`src/rtl/softermax_global_norm_if.sv`:
```
// Handshake bundle for the softermax global-normalisation stage:
// the per-window input stream and the normalised output stream.
interface softermax_global_norm_if #(
  parameter int PARALLELISM = 4,
  parameter int IN_WIDTH    = 8,
  parameter int MAX_WIDTH   = 4,
  parameter int OUT_WIDTH   = 8
);
  logic [PARALLELISM-1:0][IN_WIDTH-1:0]  in_values;
  logic signed [MAX_WIDTH-1:0]           in_max;
  logic                                  in_valid;
  logic                                  in_ready;
  logic [PARALLELISM-1:0][OUT_WIDTH-1:0] out_data;
  logic                                  out_valid;
  logic                                  out_ready;

  modport master (
    output in_values, in_max, in_valid, out_ready,
    input  in_ready, out_data, out_valid
  );

  modport slave (
    input  in_values, in_max, in_valid, out_ready,
    output in_ready, out_data, out_valid
  );
endinterface

```
`src/rtl/softermax_global_norm.sv`:
```
// Softermax stage 2: tracks a running global max and renormalised sum over a vector,
// takes a sequential reciprocal of the sum, then replays buffered windows as probabilities.
module softermax_global_norm #(
  parameter int TOTAL_DIM        = 16,
  parameter int PARALLELISM      = 4,
  parameter int IN_WIDTH         = 8,
  parameter int IN_FRAC_WIDTH    = 7,
  parameter int MAX_WIDTH        = 4,
  parameter int RECIP_FRAC_WIDTH = 8,
  parameter int OUT_WIDTH        = 8,
  parameter int OUT_FRAC_WIDTH   = 7
) (
  input  logic                   clk,
  input  logic                   rst,
  softermax_global_norm_if.slave bus
);
  localparam int DEPTH      = TOTAL_DIM / PARALLELISM;
  localparam int ACC_WIDTH  = IN_WIDTH + $clog2(TOTAL_DIM);
  localparam int LSUM_WIDTH = IN_WIDTH + $clog2(PARALLELISM);
  localparam int Q_WIDTH    = IN_FRAC_WIDTH + RECIP_FRAC_WIDTH + 1;
  localparam int PROD_WIDTH = IN_WIDTH + Q_WIDTH;
  localparam int BASE_SHIFT = IN_FRAC_WIDTH + RECIP_FRAC_WIDTH - OUT_FRAC_WIDTH;
  localparam int PTR_W      = (DEPTH > 1) ? $clog2(DEPTH) : 1;
  localparam int CNT_W      = $clog2(DEPTH + 1);
  localparam int DCNT_W     = $clog2(Q_WIDTH + 1);

  typedef enum logic [1:0] {ACCUM, RECIP, DRAIN} state_e;
  typedef logic [PARALLELISM-1:0][IN_WIDTH-1:0]  window_t;
  typedef logic [PARALLELISM-1:0][OUT_WIDTH-1:0] beat_t;

  state_e                      state_q, state_d;
  logic [CNT_W-1:0]            wcnt_q, wcnt_d;
  logic [CNT_W-1:0]            rcnt_q, rcnt_d;
  logic [CNT_W-1:0]            rdIdx_q, rdIdx_d;
  logic [ACC_WIDTH-1:0]        sum_q, sum_d;
  logic signed [MAX_WIDTH-1:0] gmax_q, gmax_d;
  logic [ACC_WIDTH-1:0]        divRem_q, divRem_d;
  logic [Q_WIDTH-1:0]          divDvd_q, divDvd_d;
  logic [Q_WIDTH-1:0]          recip_q, recip_d;
  logic [DCNT_W-1:0]           divCnt_q, divCnt_d;
  beat_t                       outData_q, outData_d;
  logic                        outValid_q, outValid_d;
  logic                        inReady_q;

  window_t                     valBuf [DEPTH];
  logic signed [MAX_WIDTH-1:0] maxBuf [DEPTH];

  logic                        inFire;
  logic                        outFire;
  logic [LSUM_WIDTH-1:0]       lsum;
  logic signed [MAX_WIDTH:0]   inDiff;
  logic [MAX_WIDTH:0]          inShift;
  logic [ACC_WIDTH:0]          divTrial;
  logic                        divGe;
  window_t                     rdVals;
  logic signed [MAX_WIDTH-1:0] rdMax;
  logic [MAX_WIDTH:0]          drainDiff;
  int                          drainShift;
  beat_t                       scaled;

  // Right shift of the accumulator domain; anything at or beyond the width is fully shifted out.
  function automatic logic [ACC_WIDTH-1:0] shrAcc(input logic [ACC_WIDTH-1:0] v,
                                                  input logic [MAX_WIDTH:0]   sh);
    return (int'(sh) >= ACC_WIDTH) ? '0 : (v >> sh);
  endfunction

  function automatic logic [OUT_WIDTH-1:0] scaleLane(input logic [IN_WIDTH-1:0] v,
                                                     input logic [Q_WIDTH-1:0]  r,
                                                     input int                  sh);
    logic [PROD_WIDTH-1:0] prod;
    logic [PROD_WIDTH-1:0] shifted;
    prod    = PROD_WIDTH'(v) * PROD_WIDTH'(r);
    shifted = (sh >= PROD_WIDTH) ? '0 : (prod >> sh);
    if (shifted > PROD_WIDTH'({OUT_WIDTH{1'b1}})) return '1;
    return shifted[OUT_WIDTH-1:0];
  endfunction

  assign inFire  = bus.in_valid && inReady_q;
  assign outFire = outValid_q && bus.out_ready;

  assign inDiff  = {bus.in_max[MAX_WIDTH-1], bus.in_max} - {gmax_q[MAX_WIDTH-1], gmax_q};
  assign inShift = inDiff[MAX_WIDTH] ? -inDiff : inDiff;

  always_comb begin
    lsum = '0;
    for (int l = 0; l < PARALLELISM; l++) begin
      lsum = lsum + LSUM_WIDTH'(bus.in_values[l]);
    end
  end

  // One restoring step per cycle: the remainder stays below sum, so one spare bit suffices.
  assign divTrial = {divRem_q, divDvd_q[Q_WIDTH-1]};
  assign divGe    = divTrial >= {1'b0, sum_q};

  assign rdVals     = valBuf[rdIdx_q[PTR_W-1:0]];
  assign rdMax      = maxBuf[rdIdx_q[PTR_W-1:0]];
  assign drainDiff  = {gmax_q[MAX_WIDTH-1], gmax_q} - {rdMax[MAX_WIDTH-1], rdMax};
  assign drainShift = BASE_SHIFT + int'(drainDiff);

  always_comb begin
    scaled = '0;
    for (int l = 0; l < PARALLELISM; l++) begin
      scaled[l] = scaleLane(rdVals[l], recip_q, drainShift);
    end
  end

  always_comb begin
    state_d    = state_q;
    wcnt_d     = wcnt_q;
    rcnt_d     = rcnt_q;
    rdIdx_d    = rdIdx_q;
    sum_d      = sum_q;
    gmax_d     = gmax_q;
    divRem_d   = divRem_q;
    divDvd_d   = divDvd_q;
    recip_d    = recip_q;
    divCnt_d   = divCnt_q;
    outData_d  = outData_q;
    outValid_d = outValid_q;

    unique case (state_q)
      ACCUM: begin
        if (inFire) begin
          wcnt_d = wcnt_q + CNT_W'(1);
          if (wcnt_q == '0) begin
            gmax_d = bus.in_max;
            sum_d  = ACC_WIDTH'(lsum);
          end else if (inDiff > 0) begin
            gmax_d = bus.in_max;
            sum_d  = shrAcc(sum_q, inShift) + ACC_WIDTH'(lsum);
          end else begin
            sum_d  = sum_q + shrAcc(ACC_WIDTH'(lsum), inShift);
          end
          if (wcnt_q == CNT_W'(DEPTH - 1)) begin
            state_d  = RECIP;
            divRem_d = '0;
            divDvd_d = Q_WIDTH'(1) << (Q_WIDTH - 1);
            divCnt_d = '0;
            recip_d  = '0;
          end
        end
      end

      RECIP: begin
        if (sum_q == '0) begin
          recip_d  = '1;
          divCnt_d = '0;
          rcnt_d   = '0;
          rdIdx_d  = '0;
          state_d  = DRAIN;
        end else begin
          divDvd_d = divDvd_q << 1;
          divRem_d = divGe ? ACC_WIDTH'(divTrial - {1'b0, sum_q}) : divTrial[ACC_WIDTH-1:0];
          recip_d  = {recip_q[Q_WIDTH-2:0], divGe};
          divCnt_d = divCnt_q + DCNT_W'(1);
          if (divCnt_q == DCNT_W'(Q_WIDTH - 1)) begin
            divCnt_d = '0;
            rcnt_d   = '0;
            rdIdx_d  = '0;
            state_d  = DRAIN;
          end
        end
      end

      DRAIN: begin
        if (outFire) begin
          outValid_d = 1'b0;
          rcnt_d     = rcnt_q + CNT_W'(1);
          if (rcnt_q == CNT_W'(DEPTH - 1)) begin
            state_d = ACCUM;
            wcnt_d  = '0;
            sum_d   = '0;
            gmax_d  = '0;
          end
        end
        // Reload as soon as the output slot frees up so a ready sink sees one beat per cycle.
        if ((!outValid_q || bus.out_ready) && (rdIdx_q != CNT_W'(DEPTH))) begin
          outData_d  = scaled;
          outValid_d = 1'b1;
          rdIdx_d    = rdIdx_q + CNT_W'(1);
        end
      end

      default: state_d = ACCUM;
    endcase
  end

  always_ff @(posedge clk) begin
    if (rst) begin
      state_q    <= ACCUM;
      wcnt_q     <= '0;
      rcnt_q     <= '0;
      rdIdx_q    <= '0;
      sum_q      <= '0;
      gmax_q     <= '0;
      divRem_q   <= '0;
      divDvd_q   <= '0;
      recip_q    <= '0;
      divCnt_q   <= '0;
      outData_q  <= '0;
      outValid_q <= 1'b0;
      inReady_q  <= 1'b1;
    end else begin
      state_q    <= state_d;
      wcnt_q     <= wcnt_d;
      rcnt_q     <= rcnt_d;
      rdIdx_q    <= rdIdx_d;
      sum_q      <= sum_d;
      gmax_q     <= gmax_d;
      divRem_q   <= divRem_d;
      divDvd_q   <= divDvd_d;
      recip_q    <= recip_d;
      divCnt_q   <= divCnt_d;
      outData_q  <= outData_d;
      outValid_q <= outValid_d;
      inReady_q  <= (state_d == ACCUM);
    end
  end

  always_ff @(posedge clk) begin
    if (inFire) begin
      valBuf[wcnt_q[PTR_W-1:0]] <= bus.in_values;
      maxBuf[wcnt_q[PTR_W-1:0]] <= bus.in_max;
    end
  end

  assign bus.in_ready  = inReady_q;
  assign bus.out_valid = outValid_q;
  assign bus.out_data  = outData_q;
endmodule

```
`src/flat_wrapper.sv`:
```
// flat-port wrapper written by rule: the top's interface ports become plain ports
module softermax_global_norm_flat 
#(
  parameter int TOTAL_DIM        = 16,
  parameter int PARALLELISM      = 4,
  parameter int IN_WIDTH         = 8,
  parameter int IN_FRAC_WIDTH    = 7,
  parameter int MAX_WIDTH        = 4,
  parameter int RECIP_FRAC_WIDTH = 8,
  parameter int OUT_WIDTH        = 8,
  parameter int OUT_FRAC_WIDTH   = 7
)
  (clk, rst, bus_in_values, bus_in_max, bus_in_valid, bus_out_ready, bus_in_ready, bus_out_data, bus_out_valid);
  softermax_global_norm_if #(.PARALLELISM(PARALLELISM), .IN_WIDTH(IN_WIDTH), .MAX_WIDTH(MAX_WIDTH), .OUT_WIDTH(OUT_WIDTH)) bus_i ();
  input  logic clk;
  input  logic rst;
  input wire logic [$bits(bus_i.in_values)-1:0] bus_in_values;
  input wire logic [$bits(bus_i.in_max)-1:0] bus_in_max;
  input wire logic [$bits(bus_i.in_valid)-1:0] bus_in_valid;
  input wire logic [$bits(bus_i.out_ready)-1:0] bus_out_ready;
  output wire logic [$bits(bus_i.in_ready)-1:0] bus_in_ready;
  output wire logic [$bits(bus_i.out_data)-1:0] bus_out_data;
  output wire logic [$bits(bus_i.out_valid)-1:0] bus_out_valid;
  assign bus_i.in_values = bus_in_values;
  assign bus_i.in_max = bus_in_max;
  assign bus_i.in_valid = bus_in_valid;
  assign bus_i.out_ready = bus_out_ready;
  assign bus_in_ready = bus_i.in_ready;
  assign bus_out_data = bus_i.out_data;
  assign bus_out_valid = bus_i.out_valid;
  softermax_global_norm #(.TOTAL_DIM(TOTAL_DIM), .PARALLELISM(PARALLELISM), .IN_WIDTH(IN_WIDTH), .IN_FRAC_WIDTH(IN_FRAC_WIDTH), .MAX_WIDTH(MAX_WIDTH), .RECIP_FRAC_WIDTH(RECIP_FRAC_WIDTH), .OUT_WIDTH(OUT_WIDTH), .OUT_FRAC_WIDTH(OUT_FRAC_WIDTH)) u_core (.clk(clk), .rst(rst), .bus(bus_i));
endmodule
```
`config.mk`:
```
export PLATFORM = sky130hd
export DESIGN_NAME = softermax_global_norm_flat
export DESIGN_NICKNAME = d
export VERILOG_FILES = /design/src/rtl/softermax_global_norm_if.sv /design/src/rtl/softermax_global_norm.sv /design/src/flat_wrapper.sv
export SDC_FILE = /design/constraint.sdc
export NUM_CORES = 2
export LEC_CHECK = 0
export ABC_CLOCK_PERIOD_IN_PS = 13100
export BUFFER_PORTS_ARGS = -buffer_cell sky130_fd_sc_hd__buf_2
export CAP_MARGIN = 10
export CORE_ASPECT_RATIO = 2
export CORE_MARGIN = 5
export CORE_UTILIZATION = 65
export DETAILED_ROUTE_END_ITERATION = 10
export PLACE_DENSITY = 0.82
export SLEW_MARGIN = 20
export SYNTH_ARGS = -nofsm -noshare
export SYNTH_HDL_FRONTEND = slang
export SYNTH_SLANG_ARGS = --single-unit
```
`constraint.sdc`:
```
create_clock -name clk -period 13.1 [get_ports clk]
set_input_delay 0 -clock clk [delete_from_list [all_inputs] [get_ports clk]]
set_output_delay 0 -clock clk [all_outputs]
set_load 0.05 [all_outputs]
```
==> summary.txt <==
Clocking
  • # clock sinks: approximately 240
  • Hold-fix buffers, CTS: 37
  • Root buf cell: clkbuf_16
  • Clk slew on worst S/H paths: approximately 0.080 ns
  • H-tree depth: 1
  • Post-CTS setup buffers: 0
  • CTS buffer count: 22
  • CTS max path bufs: 3
  • Post_cts resized: 0
  • Worst skew pair latency: approximately 0.57 ns
  • CTS tree: built

Synth
  • FFs w/ async S/R, synth: 0
  • Number of synthesized flops with an enable pin: around 140
  • Post-synthesis net count: 4247
  • Xor and xnor area share after synthesis: 0.0237
  • Synthesized area per cell: just under 9 sq um
  • Largest family of logic cells by synthesized area: adder cells
  • Mux cell area share after synthesis: 0.0517
  • Top_reg_cell synth: edfxtp_1
  • Post-Synthesis Cells: approximately 3600
  • Post-Synth Adder-Cell Area: 0.308
  • Ys Warns: 0
  • Register area share after synthesis: 0.195
  • Post-synthesis compound-gate area fraction: 0.154
  • Area of the mapped netlist: between 0.03 and 0.04 sq mm
  • Seq cells post-synth: 241
  • Synth unique cells: slightly above 90
  • Post-synthesis simple-gate area fraction: 0.191

Global routing
  • Vias in the first global route: about 31000
  • Grt ovf: 0
  • Initial antenna violation count: 5
  • Total GRT Usage: 0.386
  • Largest net degree at the start of global routing: 75
  • Global-route wire length before repair: ~160000 microns

Place
  • IO Port Bufs: 73
  • Number of cells after detailed placement: 4169
  • HPWL after detailed placement: around 79000 microns
  • Post-DP Area: roughly 0.033 sq mm
  • Routability cong.: roughly 1.1

Layout
  • Final core utilization: 0.694
  • Share of layout cells above drive strength 1: 0.0711
  • Fillcell total: around 3800
  • Nets: roughly 4200
  • Post-route cell area: about 0.034 sq mm
  • Multi-input gate area: roughly 0.024 sq mm
  • Register area: 0.00627 sq mm
  • Area grow syn2layout: 5.78%
  • Final std cells w/o fill: 4251

Setup path
  • Critical path type: reg2reg
  • Crit path DAT: 8.79 ns
  • Startpoint types: flip-flop
  • FF-to-FF path depth: 21
  • Worst Setup End Kind: flip-flop
  • CP max FO: 33
  • CP Data Required Time: about 14 ns

Hold path
  • Hold path depth: 2
  • Worst Hold Class: in2reg

Timing
  • Worst-Margin Slew: about 1.1 ns
  • Final hold vios: 0
  • Clk_skew: 0.0301 ns
  • Setup TNS: 0 ns
  • Fin crit period: 8.37 ns
  • Max-slew headroom: 0.242
  • Slew Limit Fails: 0
  • RSZ-0062 raised after global routing: no
  • Final period util: 0.639
  • Peak Freq: approximately 0.12 GHz
  • Setup violators final: 0

Die
  • Die area: 0.0543 sq mm
  • IO Count: 74
  • Site row count: around 120
  • Initial core utilization: 0.656
  • Die width: about 170 microns
  • Core region area: about 0.05 sq mm
  • Die Ht: 325 microns

Drt
  • Drt pass-1 iters: 6
  • DRC: 0
  • M1 WL: between 30000 and 40000 microns
  • WL/cell: around 25 microns
  • Via Count: ~28000
  • Post-route ant nets: 0
  • WL met3: roughly 7400 microns
  • Vias per inst: approximately 6.7
  • Iteration-0 DRC Markers: 2271
  • Max Used Layer: met4
  • Routed wire length: 105000 microns
  • WL met2: 53900 microns

Power
  • Peak VDD IR: between 0.0001 and 0.00015 V
  • Leakage: between 0.015 and 0.02 uW
  • Pwr Density: around 80 mW/mm^2

Outcome
  • Status: completed

Run
  • MaxCap Viol Count: 0
## final timing paths
path,startpoint,endpoint,slack (ns)
setup / recovery,flip-flop,u_core.bus.out_data[15],4.73
hold / removal,rst,u_core.wcnt_q[0],0.01
setup reg to reg,flip-flop,u_core.bus.out_data[15],4.73
hold reg to reg,u_core.recip_q[14],u_core.recip_q[14],0.46
## final cells by class
class	instances	area share
clock inverter	11	0.00367
clock buffer	29	0.0188
inverter	457	0.0504
tap	643	0.0236
timing repair buffer	142	0.0287
multi-input combinational	2723	0.690
sequential	241	0.184
antenna	5	0.000367
## sequential cells by signal, summed over array words and instances, names as in the netlist, named ones only
| register | cells |
|---|---|
| u_core.divRem_q | 12 |
| u_core.gmax_q | 4 |
| u_core.recip_q | 16 |
| u_core.maxBuf | 16 |
| u_core.divCnt_q | 5 |
| u_core.wcnt_q | 3 |
| u_core.bus.in_ready | 1 |
| u_core.sum_q | 12 |
| u_core.state_q | 2 |
| u_core.divDvd_q | 1 |
| u_core.valBuf | 128 |
| u_core.rcnt_q | 3 |
| u_core.rdIdx_q | 3 |
| u_core.bus.out_data | 32 |
| u_core.bus.out_valid | 1 |
## metal layers
| layer | track usage | up-vias |
|---|---|---|
| met5 | 0 | - |
| met4 | 0.371 | 0 |
| met3 | 0.0769 | 782 |
| met2 | 0.686 | 1640 |
| met1 | 0.357 | 13800 |
| li1 | - | 12200 |
## where the power goes
part	total (uW)	internal (uW)	switching (uW)
clock network	702	388	314
registers	868	835	32.4
logic	1160	388	770
## metrics by stage
stage | setup slack (ns) | total power, uW | hold slack (ns)
CTS | 4.92 | 2670 | 0.00463
global placement | 5.03 | 1950 | 0.250
global route | 4.28 | 2850 | 0.0448
floorplan | 5.27 | 1650 | 0.0989
detailed placement | 4.95 | 1970 | 0.252
finish | 4.73 | 2730 | 0.0116
## worst max-delay path, stage by stage, from the launching register on
cell and delay, ns:
dfxtp_2 0.41, buf_4 0.59, mux4_2 0.77, and2_1 0.25, fa_1 0.49, fa_1 0.52
fa_1 0.54, inv_1 0.06, fa_1 0.53, inv_1 0.04, ha_1 0.34, nand2_1 0.18
a21oi_1 0.09, or4_1 0.55, nand2b_1 0.20, o311ai_1 0.92, inv_1 0.20, a222oi_1 0.44
o211ai_1 0.19, o32a_1 0.42, o21ai_2 0.32, a211oi_1 0.13
## layout by cell type, fill, tap and decap left out, drive strengths merged, types with 13 or more instances in the layout
master and count:
nand2b 13, a31oi 30, nand4 30, a21o 50, inv 459, mux2i 57, nor2b 14, dfxtp 97
or3 15, a21oi 191, mux4 44, o21ai 132, a22oi 15, a211oi 66, o21bai 23, and2 415
buf 105, nor2 233, dlygate4sd3 37, ha 237, o211ai 32, a221oi 16, clkbuf 29, fa 347
xor2 30, nand2 302, o21a 21, and3 26, nor3 45, nand3 53, xnor2 57, edfxtp 144
or2 13
## cells by family (layout without fill, tap and decap cells)
| group | Yosys count | count (layout) |
|---|---|---|
| simple gates | 1203 | 1203 |
| compound gates | 739 | 739 |
| buf+inv | 659 | 639 |
| fa+ha+maj | 584 | 584 |
| flops | 241 | 241 |
| mux | 110 | 110 |
| xor+xnor | 87 | 87 |
| other cells | 0 | 5 |
## synth_stat cells (all sizes together), types with 32 or more instances
cell type / count / area share
a211oi: 66 / 0.016
a21o: 50 / 0.012
a21oi: 191 / 0.030
and2: 415 / 0.081
clkbuf: 185 / 0.022
dfxtp: 97 / 0.060
edfxtp: 144 / 0.13
fa: 347 / 0.22
ha: 237 / 0.092
inv: 456 / 0.053
mux2i: 57 / 0.018
mux4: 44 / 0.031
nand2: 302 / 0.035
nand3: 53 / 0.0082
nor2: 233 / 0.027
nor3: 45 / 0.0070
o211ai: 32 / 0.0075
o21ai: 132 / 0.021
xnor2: 57 / 0.016
Note: power is estimated with default switching activity, not from simulation.
